**config.mk**
```make
export PLATFORM = sky130hd
export DESIGN_NAME = systolic_mm_array
export DESIGN_NICKNAME = d
export VERILOG_FILES = /design/src/rtl/systolic_mm_array.sv
export SDC_FILE = /design/constraint.sdc
export NUM_CORES = 2
export LEC_CHECK = 0
export CELL_PAD_IN_SITES_DETAIL_PLACEMENT = 1
export CELL_PAD_IN_SITES_GLOBAL_PLACEMENT = 1
export CORE_MARGIN = 1
export CORE_UTILIZATION = 46
export DETAILED_ROUTE_END_ITERATION = 10
export DONT_BUFFER_PORTS = 1
export PLACE_DENSITY_LB_ADDON = 0.1
export SLEW_MARGIN = 0
export SYNTH_ARGS = -nofsm -noshare
export SYNTH_HDL_FRONTEND = slang
export SYNTH_SLANG_ARGS = --single-unit
```
**constraint.sdc**
```tcl
create_clock -name clk -period 5.8 [get_ports clk]
set_clock_uncertainty 0.2 [all_clocks]
set_input_delay 1.16 -clock clk [delete_from_list [all_inputs] [get_ports clk]]
set_output_delay 1.16 -clock clk [all_outputs]
set_load 0.05 [all_outputs]
```
**src/rtl/systolic_mm_array.sv**
```systemverilog
// systolic_mm_array: N x N output-stationary systolic matrix multiplier.
// Streams one K-beat of A columns / B rows per accepted cycle, skews them
// into the array, flushes the wavefront, then drains C one row at a time.
// Optional build macro: SYSTOLIC_SIGNED_EN (two's-complement operands).
module systolic_mm_array #(
    parameter int N      = 4,
    parameter int DATA_W = 8,
    parameter int ACC_W  = 32,
    parameter int KLEN_W = 8,
    localparam int RW    = (N > 1) ? $clog2(N) : 1
) (
    input  logic                  clk,
    input  logic                  rst,
    input  logic                  start,
    input  logic [KLEN_W-1:0]     k_len,
    input  logic                  in_valid,
    output logic                  in_ready,
    input  logic [N*DATA_W-1:0]   a_vec,
    input  logic [N*DATA_W-1:0]   b_vec,
    output logic                  out_valid,
    input  logic                  out_ready,
    output logic [RW-1:0]         out_row,
    output logic [N*ACC_W-1:0]    out_data,
    output logic                  busy,
    output logic                  done
);

    localparam logic [1:0] S_IDLE  = 2'd0;
    localparam logic [1:0] S_LOAD  = 2'd1;
    localparam logic [1:0] S_FLUSH = 2'd2;
    localparam logic [1:0] S_DRAIN = 2'd3;

    // Flush counter must reach 2N-2 (2N-1 flush cycles).
    localparam int FW = $clog2(2 * N);

    if (ACC_W < 2 * DATA_W) begin : g_bad_acc_w
        $error("systolic_mm_array: ACC_W must be >= 2*DATA_W");
    end

    logic [1:0]        r_state;
    logic [KLEN_W-1:0] r_k_len;
    logic [KLEN_W-1:0] r_beat_cnt;
    logic [FW-1:0]     r_flush_cnt;
    logic [RW-1:0]     r_row;
    logic              r_done;

    logic w_in_fire;
    logic w_acc_clr;
    logic w_acc_en;

    // Operand lanes entering the array edges and travelling through it.
    logic [DATA_W-1:0] w_a_lane [N];
    logic [DATA_W-1:0] w_b_lane [N];
    logic [DATA_W-1:0] w_a_in   [N][N];
    logic [DATA_W-1:0] w_b_in   [N][N];
    logic [ACC_W-1:0]  w_acc    [N][N];

    assign in_ready  = (r_state == S_LOAD);
    assign out_valid = (r_state == S_DRAIN);
    assign busy      = (r_state != S_IDLE);
    assign done      = r_done;
    assign out_row   = r_row;

    assign w_in_fire = in_valid && (r_state == S_LOAD);
    assign w_acc_clr = start && (r_state == S_IDLE);
    // Accumulators only move while data can be in flight; frozen in DRAIN/IDLE.
    assign w_acc_en  = (r_state == S_LOAD) || (r_state == S_FLUSH);

    // Job sequencer: IDLE -> LOAD -> FLUSH -> DRAIN -> IDLE, with done pulse.
    always_ff @(posedge clk) begin
        if (rst) begin
            r_state     <= S_IDLE;
            r_k_len     <= '0;
            r_beat_cnt  <= '0;
            r_flush_cnt <= '0;
            r_row       <= '0;
            r_done      <= 1'b0;
        end else begin
            r_done <= 1'b0;
            case (r_state)
                S_IDLE: begin
                    if (start) begin
                        r_k_len    <= k_len;
                        r_beat_cnt <= '0;
                        r_row      <= '0;
                        r_state    <= (k_len == '0) ? S_DRAIN : S_LOAD;
                    end
                end
                S_LOAD: begin
                    if (w_in_fire) begin
                        r_beat_cnt <= r_beat_cnt + KLEN_W'(1);
                        if ((r_beat_cnt + KLEN_W'(1)) == r_k_len) begin
                            r_flush_cnt <= '0;
                            r_state     <= S_FLUSH;
                        end
                    end
                end
                S_FLUSH: begin
                    if (r_flush_cnt == FW'(2 * N - 2)) begin
                        r_state <= S_DRAIN;
                    end else begin
                        r_flush_cnt <= r_flush_cnt + FW'(1);
                    end
                end
                S_DRAIN: begin
                    if (out_ready) begin
                        if (r_row == RW'(N - 1)) begin
                            r_row   <= '0;
                            r_state <= S_IDLE;
                            r_done  <= 1'b1;
                        end else begin
                            r_row <= r_row + RW'(1);
                        end
                    end
                end
                default: r_state <= S_IDLE;
            endcase
        end
    end

    // Input skew: lane gi is delayed by gi cycles so beat k meets its
    // partner at PE(i,j) exactly i+j cycles after acceptance.
    for (genvar gi = 0; gi < N; gi++) begin : g_lane
        assign w_a_lane[gi] = w_in_fire ? a_vec[gi*DATA_W +: DATA_W] : '0;
        assign w_b_lane[gi] = w_in_fire ? b_vec[gi*DATA_W +: DATA_W] : '0;

        if (gi == 0) begin : g_no_skew
            assign w_a_in[0][0] = w_a_lane[0];
            assign w_b_in[0][0] = w_b_lane[0];
        end else begin : g_skew
            logic [DATA_W-1:0] r_a_skew [gi];
            logic [DATA_W-1:0] r_b_skew [gi];

            // Shift chain of gi stages per lane; idle cycles push zeros.
            always_ff @(posedge clk) begin
                if (rst) begin
                    for (int s = 0; s < gi; s++) begin
                        r_a_skew[s] <= '0;
                        r_b_skew[s] <= '0;
                    end
                end else begin
                    r_a_skew[0] <= w_a_lane[gi];
                    r_b_skew[0] <= w_b_lane[gi];
                    for (int s = 1; s < gi; s++) begin
                        r_a_skew[s] <= r_a_skew[s-1];
                        r_b_skew[s] <= r_b_skew[s-1];
                    end
                end
            end

            assign w_a_in[gi][0] = r_a_skew[gi-1];
            assign w_b_in[0][gi] = r_b_skew[gi-1];
        end
    end

    // Processing elements.
    for (genvar gi = 0; gi < N; gi++) begin : g_row
        for (genvar gj = 0; gj < N; gj++) begin : g_pe
            logic [ACC_W-1:0]    r_acc;
            logic [2*DATA_W-1:0] w_a_x;
            logic [2*DATA_W-1:0] w_b_x;
            logic [2*DATA_W-1:0] w_prod;
            logic [ACC_W-1:0]    w_prod_ext;

`ifdef SYSTOLIC_SIGNED_EN
            // Sign-extend operands; the low 2*DATA_W product bits are the signed product.
            assign w_a_x      = {{DATA_W{w_a_in[gi][gj][DATA_W-1]}}, w_a_in[gi][gj]};
            assign w_b_x      = {{DATA_W{w_b_in[gi][gj][DATA_W-1]}}, w_b_in[gi][gj]};
            assign w_prod     = w_a_x * w_b_x;
            assign w_prod_ext = ACC_W'($signed(w_prod));
`else
            assign w_a_x      = {{DATA_W{1'b0}}, w_a_in[gi][gj]};
            assign w_b_x      = {{DATA_W{1'b0}}, w_b_in[gi][gj]};
            assign w_prod     = w_a_x * w_b_x;
            assign w_prod_ext = ACC_W'(w_prod);
`endif

            // Multiply-accumulate, wrapping modulo 2^ACC_W.
            always_ff @(posedge clk) begin
                if (rst || w_acc_clr) begin
                    r_acc <= '0;
                end else if (w_acc_en) begin
                    r_acc <= r_acc + w_prod_ext;
                end
            end

            assign w_acc[gi][gj] = r_acc;

            if (gj < N - 1) begin : g_a_hop
                logic [DATA_W-1:0] r_a_hop;
                // Forward A operand one PE to the right.
                always_ff @(posedge clk) begin
                    if (rst) r_a_hop <= '0;
                    else     r_a_hop <= w_a_in[gi][gj];
                end
                assign w_a_in[gi][gj+1] = r_a_hop;
            end

            if (gi < N - 1) begin : g_b_hop
                logic [DATA_W-1:0] r_b_hop;
                // Forward B operand one PE downward.
                always_ff @(posedge clk) begin
                    if (rst) r_b_hop <= '0;
                    else     r_b_hop <= w_b_in[gi][gj];
                end
                assign w_b_in[gi+1][gj] = r_b_hop;
            end
        end
    end

    // Present the accumulators of the currently selected row.
    for (genvar gj = 0; gj < N; gj++) begin : g_out
        assign out_data[gj*ACC_W +: ACC_W] = w_acc[r_row][gj];
    end

endmodule

```
After elaboration in Yosys (flattened, before gate mapping):

Memory sizes are Yosys's and may differ from the RTL's.
Cells that the tools add are included.

* flip-flop bits (word level): 728
* RAM bits: 96
* bits of input ports: 77
* output and inout port bits: 134
* word-level logic and storage cells: 180
* memories: 6

* $add $sub $neg: 19
* multiply operators: 16
* order comparisons: 1
* equal/unequal tests: 13
* multiplexer cells: 48
* bitwise operators: 13
* reductions and logical operators: 18

Memory list
* g_lane[3].g_skew.r_a_skew: depth 3, width 8, read ports 3, clocked after Yosys merged registers in 0, write ports 3, RTL line 131 `logic [DATA_W-1:0] r_a_skew [gi];`
* g_lane[3].g_skew.r_b_skew: depth 3, width 8, read ports 3, clocked after Yosys merged registers in 0, write ports 3, RTL line 132 `logic [DATA_W-1:0] r_b_skew [gi];`
* g_lane[2].g_skew.r_a_skew: depth 2, width 8, read ports 2, clocked after Yosys merged registers in 0, write ports 2, RTL line 131
* g_lane[2].g_skew.r_b_skew: depth 2, width 8, read ports 2, clocked after Yosys merged registers in 0, write ports 2, RTL line 132
* g_lane[1].g_skew.r_a_skew: depth 1, width 8, read ports 1, clocked after Yosys merged registers in 0, write ports 1, RTL line 131
* g_lane[1].g_skew.r_b_skew: depth 1, width 8, read ports 1, clocked after Yosys merged registers in 0, write ports 1, RTL line 132

Operators by type and width (number)
* $add 32x16->32: 16
* $bmux 128 s2: 1
* $mul 8x8->16: 16
* $mux 128: 2
* $mux 8: 22
* $mux 2: 10
* $pmux 8 s2: 1
* $reduce_or 8->1: 2
* $ne 2x1->1 const B: 5
* $or 1x1->1: 10
* $mux 3: 3
* $add 8x1->8 const B: 1
* $eq 8x8->1: 1
* $logic_not 8->1: 1
* $pmux 2 s4: 1
* $reduce_bool 2->1: 4
* $eq 2x2->1 const B: 3
* $mux 1: 6
* $pmux 3 s2: 1
* $reduce_and 3->1: 2
* $reduce_and 6->1: 1
* $ne 2x2->1 const B: 2
* $pmux 2 s2: 1
* $reduce_and 4->1: 1
* 12 further kinds: 15

Longest topological paths before layout:

* word-level depth: 5
* gate-level depth with buffers: 25
* depth with buffers taken out: 23

Worst setup path before layout:

No wires, ideal clock.

* kind: input -> register
* start: in in_valid
* end: reg g_row[0].g_pe[0].r_acc[27]
* setup time: 0.116 ns
* arrival: 5.747 ns
* required time: 5.484 ns
* path slack: -0.263 ns
* stages: 18
* buffers on the path: 2
* path through: inv_1 -> nor2_1 -> clkbuf_1 -> clkbuf_1 -> nand3_1 -> fa_1 -> fa_1 -> inv_1 -> fa_1 -> fa_1 -> ha_1 -> a21o_1 -> nand2_1 -> nand4b_1 -> a311oi_1 -> a211o_1 -> nand2_1 -> a41o_1

* word-level cells in the longest chain between the ends: 4
* elaborated cells on any way between the ends: 5
* classes of those cells: add/sub: 1; mul: 1; mux: 2; reduce/logical: 1

RTL lines
* start, declared: RTL line 16 `input logic in_valid,`
* $logic_and 1x1->1 (*): RTL line 64 `assign w_in_fire = in_valid && (r_state == S_LOAD);`
* $mux 8 (on tied branches): RTL line 124, 125
* $mul 8x8->16 (*): RTL line 174 `assign w_prod = w_a_x * w_b_x;`
* $add 32x16->32 (*): RTL line 183 `r_acc <= r_acc + w_prod_ext;`
* end signal, assigned: RTL line 183
* end, declared: RTL line 159 `logic [ACC_W-1:0] r_acc;`

Mark *: on every way between the ends. The rest lies on a longest branch, timed or not.
A chain may end at the register's enable or synchronous reset.

Worst setup path in the final report:

* start: reg g_row[0].g_pe[2].r_acc[6]
* end: reg g_row[0].g_pe[2].r_acc[30]

* word-level cells in the longest chain between the ends: 1

RTL lines (RTL line)
* start, declared: 159
* start signal, assigned: 183
* $add 32x16->32: 183

Every way passes these cells.

==> impl_results.md <==
- Core area: 0.160 mm^2
- Yosys top cell by area: dfxtp_1
- Layout cell share with drive strength beyond 1: 0.0591
- Site Rows: ~150
- H-tree depth: 3
- Rel. slew slack: 0.406
- CP Max Fanout: 6
- Outcome: finished clean
- Clock sink count: 824
- Power density over the cells: just over 200 mW/mm^2
- Clk pwr share: 0.433
- Maximum VDD drop: about 0.28 mV
- Class of the worst hold path: flip-flop to flip-flop
- CP cell instances: inv_1 -> fa_1 -> inv_1 -> fa_1 -> inv_1 -> fa_1 -> fa_1 -> inv_1 -> ha_1 -> o21ai_0 -> o21ai_0 -> a31oi_1 -> o31ai_1 -> buf_4 -> a31oi_1 -> buf_4 -> nor3b_1 -> xnor2_1 -> nor2_1
- R2R Path End: g_row[0].g_pe[2].r_acc[30]
- Post-CTS setup buffer count: 0
- CP endpoint kind: flip-flop
- Number of I/O pins: 211
- Minimum clock period: 5500 ps
- Mapped Cells: 8300
- Area grow syn2layout: 9.02%
- Synth warn: 0
- Asr flop ratio synth: 0
- Register Area: approximately 0.017 mm^2
- Initial core utilization: 0.462
- Netlist cell types: 89
- Commonest non-fill, non-tap cell in the layout: inv_1
- Period Utilization, post-route: 0.949
- Seq/Total Area, Yosys: 0.222
- Initial DRC count: about 2500
- Arrival @ worst endpoint: 5930 ps
- Max layer used: met4
- Post-synth EDFFs: 0
- TritonRoute pass-1 iters: 5
- Via-per-instance ratio: 5.39
- Die height: just over 400 um
- Wirelength per Cell: 22.4 um
- Die area: 0.163 mm^2
- Post-cts hold buffer count: 0
- Post-synth top area share: 0.222
- Final Hold Vio Count: 0
- Final setup viols: 0
- Port Buffers: 0
- Worst-margin pin slew: 890 ps
- Startpoint class of the critical path: flip-flop
- Fillers: roughly 19000
- WL met1: 96100 um
- Die Span X: just over 400 um
- CTS Buf Count: 104
- Worst Path Required: between 6000 and 7000 ps
- Met2 WL post-DR: 119000 um
- Largest net degree at the start of global routing: 252
- # DRC: 0
- CTS tree: yes
- Antenna Nets Post-Route: 0
- #FFs+latches synth: 824
- GPL Wtd Cong: 0.891
- Max_cap viols: 0
- Slowest stage cell on the critical path: dfxtp_1
- R2r worst-path depth: 19
- GRT overflow: 0
- Skew-Pair Late Insertion Delay: 800 ps
- Sw frac: 0.332
- Pint: 11100 uW
- Gr usage total: 0.295
- Cts repair resizes: 0
- Fmax achieved: 0.182 GHz
- Hold EP: g_lane[3].g_skew.r_a_skew[0][21]
- Slew Limit Fails: 0
- Reg-to-reg startpoint: g_row[0].g_pe[2].r_acc[6]
- Synthesized area: 0.0742 mm^2
- Top area cells in the synthesized netlist: dfxtp_1 (22%), fa_1 (22%), ha_1 (11%)
- Crit path kind: flip-flop to flip-flop
- Via count: about 57000
- Setup TNS: 0 ps
- Fin nets: 9840
- Hold path cells: 1
- CTS root buffer: clkbuf_16
- Top FF cell, synth: dfxtp_1
- Clock buffer depth: 3
- Clk slew on worst S/H paths: 60 ps
- Initial antenna violation count: 3
- Synth Area per Inst: 8.94 um^2
- Multi-input logic area: between 0.05 and 0.06 mm^2
- Crit path largest cell delay: 550 ps
- Leak: 0.0367 uW
- Flop pwr share: 0.368
- Syn nets: between 9000 and 10000
- Worst hold start: g_lane[3].g_skew.r_a_skew[0][13]
- Most frequent cells in the layout: inv_1 (1579), dfxtp_1 (818), fa_1 (800)
- Vias in the first global route: 62100
- R2r setup slk: about 300 ps
- Routed wire length: 236000 um
- Power share of the combinational group: 0.199
- Metal3 WL: 9940 um
- Sw Pwr: approximately 5500 uW
- CP Launch Point: g_row[0].g_pe[2].r_acc[6]
- Hpwl dp: 187000 um
- First-pass GRT wire length: 368000 um
- Core Util, Final: 0.504
[state kept, by name, indices dropped and copies added (netlist names)]
signal and count:
done 1, g_lane.g_skew.r_a_skew 48, g_lane.g_skew.r_b_skew 48, g_row.g_pe.g_a_hop.r_a_hop 96, g_row.g_pe.g_b_hop.r_b_hop 96, g_row.g_pe.r_acc 512
out_row 2, r_beat_cnt 8, r_flush_cnt 3, r_k_len 8, r_state 2
[power by group through the flow]
| stage | clock [uW] | combinational (uW) | sequential [uW] |
|---|---|---|---|
| final | 7210 | 3320 | 6130 |
| after global routing | 7590 | 3590 | 6140 |
| after detailed placement | 0 | 3300 | 6260 |
| after global placement | 0 | 3230 | 6250 |
| after floorplan | 0 | 2200 | 6040 |
| after CTS | 7360 | 3320 | 6130 |
[synth_stat cells (32+ instances only)]
master,n
xor2_1,162
xnor2_1,181
nor2_1,574
nand3_1,124
nor2b_1,284
a211oi_1,83
ha_1,665
nand4_1,44
a21o_1,67
clkbuf_1,171
o21ai_0,215
mux4_2,128
a31oi_1,32
a21oi_1,282
o21a_1,49
nand2_1,670
dfxtp_1,824
inv_1,1579
or3_1,39
mux2i_1,116
buf_1,36
and2_1,681
nor3_1,80
nand2b_1,38
fa_1,800
and3_1,96
[metrics by stage]
step | total power, uW | worst slack (ps) | instance area (um^2) | hold slack, ps | cells
after floorplan | 8250 | 22.4 | 74200 | 214 | 8300
final | 16700 | 295 | 80900 | 235 | 10600
after detailed placement | 9560 | -207 | 77000 | 226 | 10400
after global placement | 9490 | -94.1 | 77000 | 217 | 10400
after CTS | 16800 | 156 | 80800 | 221 | 10500
after global routing | 17300 | -1.55 | 80900 | 254 | 10500
[critical path: cells and delay by family (launching register included)]
family,cells,cell delay [ps]
AO/OA/AOI/OAI,5,1140
flip-flops,1,550
adder cells (fa/ha/maj),5,2360
XOR/XNOR,1,160
AND/OR/NAND/NOR,2,310
buffers and inverters,6,660
[per-layer routing]
layer,track usage,up-vias
li1,-,26300
met1,0.349,29200
met2,0.526,969
met3,0.0463,404
met4,0.128,0
met5,0,-
[worst max-delay path by stage]
stage                                            end  slack (ps)  depth (start not counted)
after floorplan           g_row[0].g_pe[0].r_acc[27]          20                         18
final                     g_row[0].g_pe[2].r_acc[30]         300                         19
after global routing      g_row[0].g_pe[1].r_acc[27]          -2                         18
after global placement    g_row[0].g_pe[0].r_acc[23]         -90                         20
after CTS                 g_row[2].g_pe[1].r_acc[30]         160                         18
after detailed placement  g_row[0].g_pe[0].r_acc[27]        -210                         19
[cells by family (layout without fill, tap and decap cells)]
group / count (synthesis) / in the layout / synth area share
simple gates: 2710 / 2710 / 0.185
compound gates: 909 / 909 / 0.0774
fa+ha+maj: 1465 / 1465 / 0.328
other cells: 0 / 4 / 0
xor+xnor: 343 / 343 / 0.0405
mux: 245 / 245 / 0.0547
flops: 824 / 824 / 0.222
buf+inv: 1804 / 1893 / 0.0917
[cell type report]
| type | instances | area share |
|---|---|---|
| multi-input combinational | 5672 | 0.631 |
| sequential | 824 | 0.204 |
| inverter | 1580 | 0.0734 |
| clock buffer | 136 | 0.0361 |
| tap | 2160 | 0.0334 |
| timing repair buffer | 116 | 0.0116 |
| clock inverter | 61 | 0.0106 |
| antenna | 4 | 0.000124 |
Note: power is estimated with default switching activity, not from simulation.
